### src/rtl/bus_responder.sv
// bus_responder: CPU bus responder with wait-state insertion, registered read path and an optional IO timer.
//
// Ports:
//   clock       sole clock, all state on posedge
//   reset       synchronous, active-high
//   address     CPU bus address
//   out         CPU write data
//   we          CPU write strobe
//   in          read data to CPU (1-cycle latency)
//   hold        1 = CPU may advance, 0 = stall
//   intr        active-high level interrupt
//   mem_address external synchronous RAM address (combinational copy of address)
//   mem_wdata   RAM write data (combinational copy of out)
//   mem_we      RAM write enable
//   mem_rdata   RAM read data, valid 1 cycle after address
//
// Configuration: define BUS_RESPONDER_TIMER_EN to build the timer behind IO offsets 0..3.
// Without it the IO window reads 8'h00, ignores writes and intr is tied low.
module bus_responder #(
    parameter int          WAIT_STATES = 2,
    parameter logic [15:0] SLOW_BASE   = 16'hE000,
    parameter logic [15:0] IO_BASE     = 16'hC000
) (
    input  logic        clock,
    input  logic        reset,
    input  logic [15:0] address,
    input  logic [7:0]  out,
    input  logic        we,
    output logic [7:0]  in,
    output logic        hold,
    output logic        intr,
    output logic [15:0] mem_address,
    output logic [7:0]  mem_wdata,
    output logic        mem_we,
    input  logic [7:0]  mem_rdata
);
    localparam logic [1:0] IDLE    = 2'd0;
    localparam logic [1:0] WAIT    = 2'd1;
    localparam logic [1:0] RELEASE = 2'd2;
    localparam logic [3:0] WS_LOAD = 4'(WAIT_STATES - 1);

    logic [1:0] state;
    logic [3:0] cnt;
    logic       io_hit;
    logic       slow_hit;
    logic       sel_io_q;
    logic [7:0] io_q;
    logic [7:0] io_rd;

    assign mem_address = address;
    assign mem_wdata   = out;
    assign io_hit      = address[15:4] == IO_BASE[15:4];
    assign slow_hit    = !io_hit && address >= SLOW_BASE;
    // Reset forces hold high so an in-flight slow access is abandoned cleanly.
    assign hold        = reset || (state == IDLE ? !slow_hit : state == RELEASE);
    assign mem_we      = !reset && we && !io_hit && hold;
    assign in          = sel_io_q ? io_q : mem_rdata;

    always_ff @(posedge clock) begin
        if (reset) begin
            state <= IDLE;
            cnt   <= 4'd0;
        end else begin
            case (state)
                IDLE: if (slow_hit) begin
                    state <= WAIT;
                    cnt   <= WS_LOAD;
                end
                WAIT: if (cnt == 4'd0) state <= RELEASE;
                      else cnt <= cnt - 4'd1;
                default: state <= IDLE;
            endcase
        end
    end

    always_ff @(posedge clock) begin
        if (reset) begin
            sel_io_q <= 1'b1;
            io_q     <= 8'h00;
        end else begin
            sel_io_q <= io_hit;
            io_q     <= io_rd;
        end
    end

`ifdef BUS_RESPONDER_TIMER_EN
    logic [15:0] reload;
    logic [15:0] count;
    logic [1:0]  ctrl;
    logic        pending;
    logic        running;
    logic        expire;
    logic        io_wr;
    logic [3:0]  off;

    assign off    = address[3:0];
    assign io_wr  = !reset && we && io_hit && hold;
    // count==0 while running only happens after a zero reload; it expires at once.
    assign expire = running && count <= 16'd1;
    assign intr   = pending && ctrl[0];

    always_comb begin
        io_rd = off == 4'd0 ? reload[7:0] :
                off == 4'd1 ? reload[15:8] :
                off == 4'd2 ? {6'd0, running, pending} :
                off == 4'd3 ? {6'd0, ctrl} : 8'h00;
    end

    always_ff @(posedge clock) begin
        if (reset) begin
            reload  <= 16'd0;
            count   <= 16'd0;
            ctrl    <= 2'd0;
            pending <= 1'b0;
            running <= 1'b0;
        end else begin
            if (io_wr && off == 4'd0) reload[7:0] <= out;
            if (io_wr && off == 4'd3) ctrl <= out[1:0];
            // An expiry in the same cycle as a clear keeps pending set.
            if (expire || (io_wr && off == 4'd2 && out[0])) pending <= expire;
            if (io_wr && off == 4'd1) begin
                reload[15:8] <= out;
                count        <= {out, reload[7:0]};
                running      <= 1'b1;
            end else if (expire) begin
                count   <= ctrl[1] ? reload : 16'd0;
                running <= ctrl[1];
            end else if (running) begin
                count <= count - 16'd1;
            end
        end
    end
`else
    assign io_rd = 8'h00;
    assign intr  = 1'b0;
`endif
endmodule

### config.mk
export PLATFORM = sky130hd
export DESIGN_NAME = bus_responder
export DESIGN_NICKNAME = d
export VERILOG_FILES = /design/src/rtl/bus_responder.sv
export SDC_FILE = /design/constraint.sdc
export NUM_CORES = 1
export LEC_CHECK = 0
export CAP_MARGIN = 20
export CORE_MARGIN = 4
export CORE_UTILIZATION = 29
export DETAILED_ROUTE_END_ITERATION = 12
export PLACE_DENSITY = 0.82
export SLEW_MARGIN = 10
export SYNTH_ARGS = -nofsm -noshare
export SYNTH_HDL_FRONTEND = slang
export SYNTH_SLANG_ARGS = --single-unit
### constraint.sdc
create_clock -name clock -period 2.2 [get_ports clock]
set_clock_uncertainty 0.15 [all_clocks]
set_input_delay 0.44 -clock clock [delete_from_list [all_inputs] [get_ports clock]]
set_output_delay 0.44 -clock clock [all_outputs]
set_load 0.05 [all_outputs]
[Word level (Yosys, flattened, before mapping)]
Cells that the tools add are included.
Storage, ports and cells
  logic and storage cells: 32
  input port bits: 35
  flip-flop bits (word level): 7
  output and inout port bits: 35
Operators by class
  magnitude comparators: 1
  reduce and logical (&&, ||, !) cells: 13
  add/sub/neg operators: 1
  mux-type cells: 8
  eq/ne operators: 6
Operators with widths (number)
  $ge A16 B16 Y1 const B: 1
  $eq A12 B12 Y1 const B: 1
  $mux W4: 2
  $mux W8: 1
  $pmux W4 S2: 1
  $ne A2 B2 Y1 const B: 3
  $logic_and A1 B1 Y1: 4
  $logic_not A4 Y1: 1
  $mux W2: 2
  $pmux W2 S2: 1
  $sub A4 B1 Y4 const B: 1
  $logic_not A1 Y1: 3
  $reduce_and A3 Y1: 1
  $eq A2 B1 Y1 const B: 1
  $eq A2 B2 Y1 const B: 1
  $logic_not A2 Y1: 1
  $reduce_and A2 Y1: 1
  $reduce_bool A2 Y1: 1
  $logic_or A1 B1 Y1: 1
  $mux W1: 1

[Longest topological paths before layout]
  word-level depth: 7
  mapped depth: 5
  mapped depth without buffers: 5

[Least setup slack after synthesis]
No wires, ideal clock.
  path type: input -> output
  start point: input port address[15]
  end point: output port mem_we
  stages on the path: 3
  path buffers: 0
  required time: 1610 ps
  data arrival time: 1588 ps
  setup slack: 22 ps
  cells stage by stage: nand4b_1 -> a21o_1 -> and4b_1
Between the ends
  cells in the longest elaborated chain, start to end: 7
  elaborated cells on any way between the ends: 9
  those cells by class: 1 x order compare; 1 x eq/ne; 1 x mux; 6 x reduce/logical
RTL lines
  start, declared: line 26  | input logic [15:0] address,
  branches (longest 2 deep; another with $ge A16 B16 Y1)
  $logic_and A1 B1 Y1 *: line 53  | assign slow_hit = !io_hit && address >= SLOW_BASE;
  $logic_not A1 Y1 *: line 55  | assign hold = reset || (state == IDLE ? !slow_hit : state == RELEASE);
  $mux W1 *: line 55
  $logic_or A1 B1 Y1 *: line 55
  named net hold: line 30  | output logic hold,
  $logic_and A1 B1 Y1 *: line 56  | assign mem_we = !reset && we && !io_hit && hold;
  end, declared: line 34  | output logic mem_we,
Mark *: on every way through the listed nets, which the timed path passes.

[Final worst setup path]
  start point: input port address[9]
  end point: output port mem_we
Between the ends
  cells in the longest elaborated chain, start to end: 7
  elaborated cells on any way between the ends: 9
  those cells by class: 1 x order compare; 1 x eq/ne; 1 x mux; 6 x reduce/logical
RTL lines (line)
  branches (longest 6 deep; another with $ge A16 B16 Y1)
  $logic_and A1 B1 Y1 *: 56
Every way passes the cells marked *.

==> key figures <==
Die
  • Num rows: 16
  • Effective utilization at floorplan: 0.312
  • Die W: 54.6 um
  • Die area: 0.00298 sq mm
  • I/O Pins: 70
  • Die height: 54.6 um
  • Core Area: 0.00202 sq mm

Worst setup path
  • Worst Path Buf+Inv: 2
  • Req. time, crit path: 1.61 ns
  • Worst path slowest cell: nor4_2
  • Worst Setup Start Kind: input pin
  • Crit-path cells: dlygate4sd2_1 > nor4_2 > nand3_1 > and4b_1 > buf_6
  • Max incr delay on CP: 0.31 ns
  • Crit Path Max Fanout: 2
  • CP delay by family, top: simple AND/OR/NAND/NOR gates
  • Crit Path Class: input pin to output pin
  • Worst setup EP type: output pin
  • CP arrival: 1.56 ns

Power
  • Cell Pwr Density: 410 mW/mm^2
  • Leakage: 0.000568 uW
  • Total Power: 516 uW
  • Worst VDD drop: 0.000286 V

Synth
  • Syn nets: 113
  • Most frequent cell after synthesis: buf_4
  • Post-synth EDFFs: 0
  • Cell Area, Synth: 631 sq um
  • Fraction of post-synthesis cell area in the top cell type by area: 0.298
  • Top cells by area, synth: buf_4 30%, dfxtp_1 22%, nor2b_1 8.9%
  • Cell taking the most area after synthesis: buf_4
  • Sequential area share after synthesis: 0.222
  • Yosys synthesis warning count: 0
  • Syn Inst Count: 77
  • Synthesized area per cell: 8.19 sq um
  • Count of cell types in the netlist: 27
  • Ys async rst share: 0
  • Main flop type after synthesis: dfxtp_1
  • Synthesis-stage register bit count: 7
  • Commonest cells in the netlist: 25 x buf_4, 9 x nor2b_1, 7 x dfxtp_1, 5 x inv_1

CTS
  • CTS tree: built
  • Num CTS Buffers: 3
  • Clk sinks: 7
  • H-tree depth: 1
  • Clock transition at path regs: 0.05 ns
  • Root Driver: clkbuf_4
  • Clk_lat worst skew: 0.25 ns
  • CTS max path bufs: 2
  • CTS Hold Bufs: 0

GRT
  • Remaining global-route overflow: 0
  • Global Route Usage Sum: 0.138
  • Largest net degree at the start of global routing: 9
  • Vias in the first global route: 607
  • Initial antenna violation count: 0
  • First-pass GRT wire length: 2.88 mm

Routing
  • DRT Pass-1 Iters: 4
  • 1st-iter DRT viols: 9
  • Post-DRT Antenna Nets: 0
  • Via count: 667
  • DR WL/cell: 14.9 um
  • # DRC: 0
  • WL final: 2.13 mm
  • Avg Vias per Cell: 4.66

Timing
  • Setup slack after layout: 0.0511 ns
  • RSZ-0062 raised after global routing: false
  • Setup violators final: 0
  • Peak Freq: 0.465 GHz
  • Hold WS: 0.348 ns
  • Final max-slew violation count: 0
  • Crit path time final: 2.15 ns
  • Final hold vios: 0
  • Final period util: 0.977

Cells and area
  • Final nets: 153
  • Synthesis-to-finish area growth: 99.8%
  • ANT cells: 0
  • Fin cells: 143
  • Share of layout cells above drive strength 1: 0.397

Placed design
  • Placed wire-length estimate: 1.76 mm
  • Inst Count DP: 137
  • GPL Wtd Cong: 0.753
  • Pre-CTS setup slack: -0.192 ns
  • Port buffer count: 44

Job
  • Max-cap violations: 0

Hold path
  • Min-delay worst type: flip-flop to flip-flop

Status
  • Outcome: finished clean
==> area by class of cell <==
class,instances,area (sq um)
flip-flops and latches,7,140
clock buffers,4,26.3
repair buffers,61,756
well taps,27,33.8
inverters,5,18.8
fillers,169,762
multi-input cells,39,285
==> worst paths after layout <==
| check | startpoint | end | slack [ns] | depth (start not counted) |
|---|---|---|---|---|
| setup reg to reg | cnt[0]$_SDFFE_PP0P_ | cnt[1]$_SDFFE_PP0P_ | 0.60 | 5 |
| hold reg to reg | cnt[0]$_SDFFE_PP0P_ | cnt[0]$_SDFFE_PP0P_ | 0.35 | 2 |
| hold / removal | cnt[0]$_SDFFE_PP0P_ | cnt[0]$_SDFFE_PP0P_ | 0.35 | 2 |
| setup / recovery | address[9] | mem_we | 0.05 | 5 |
==> metal layers <==
| layer | part of all wire | global-route usage |
|---|---|---|
| met1 | 0.38 | 0.156 |
| met2 | 0.42 | 0.219 |
| met3 | 0.18 | 0.0708 |
| met4 | 0.011 | 0.0539 |
| met5 | 0 | 0 |
==> repair_timing <==
item	in CTS	in global routing
pin swaps	5	3
gates resized for setup	14	1
setup buffers	2	0
endpoints found under the setup margin	2	1
==> logic make-up (layout without fill, tap and decap cells) <==
family                   count (synthesis)  count (layout)  synth area share
AO/OA/AOI/OAI                            7               7            0.0933
adder cells (fa/ha/maj)                  1               1            0.0198
buffers and inverters                   31              70             0.345
flip-flops                               7               7             0.222
multiplexers                             1               1            0.0159
other                                    1               1           0.00595
AND/OR/NAND/NOR                         29              29             0.298
==> per-stage QoR <==
stage	cell area, sq um	utilization	setup TNS [ns]
floorplan	631	-	0
global placement	1210	0.600	-0.150
detailed placement	1210	0.600	-0.202
CTS	1260	0.622	0
global route	1260	0.623	0
finish	1260	0.623	0
==> sequential cells by signal (all words and copies together) (netlist names) <==
name	flops
cnt	4
sel_io_q	1
state	2
==> cell usage in the layout, fill, tap and decap left out, types with 2 or more instances in the layout <==
master	n
nor4_1	2
dlygate4sd2_1	11
buf_12	20
nand2b_1	3
or3_1	2
clkbuf_4	3
a21oi_1	2
buf_4	18
clkdlybuf4s50_1	10
inv_1	5
dfxtp_1	7
nor2b_1	9
nor2_1	3
==> where the power goes <==
group          internal, uW  switching (uW)
sequential              130            4.44
combinational           135             130
clock                  69.2            47.7
==> tightest hold or removal path, cell delays in order (launching register included) <==
cell	delay, ns
dfxtp_1	0.32
inv_1	0.08
a21oi_1	0.06
No activity file was read; power rests on OpenSTA's default activity.
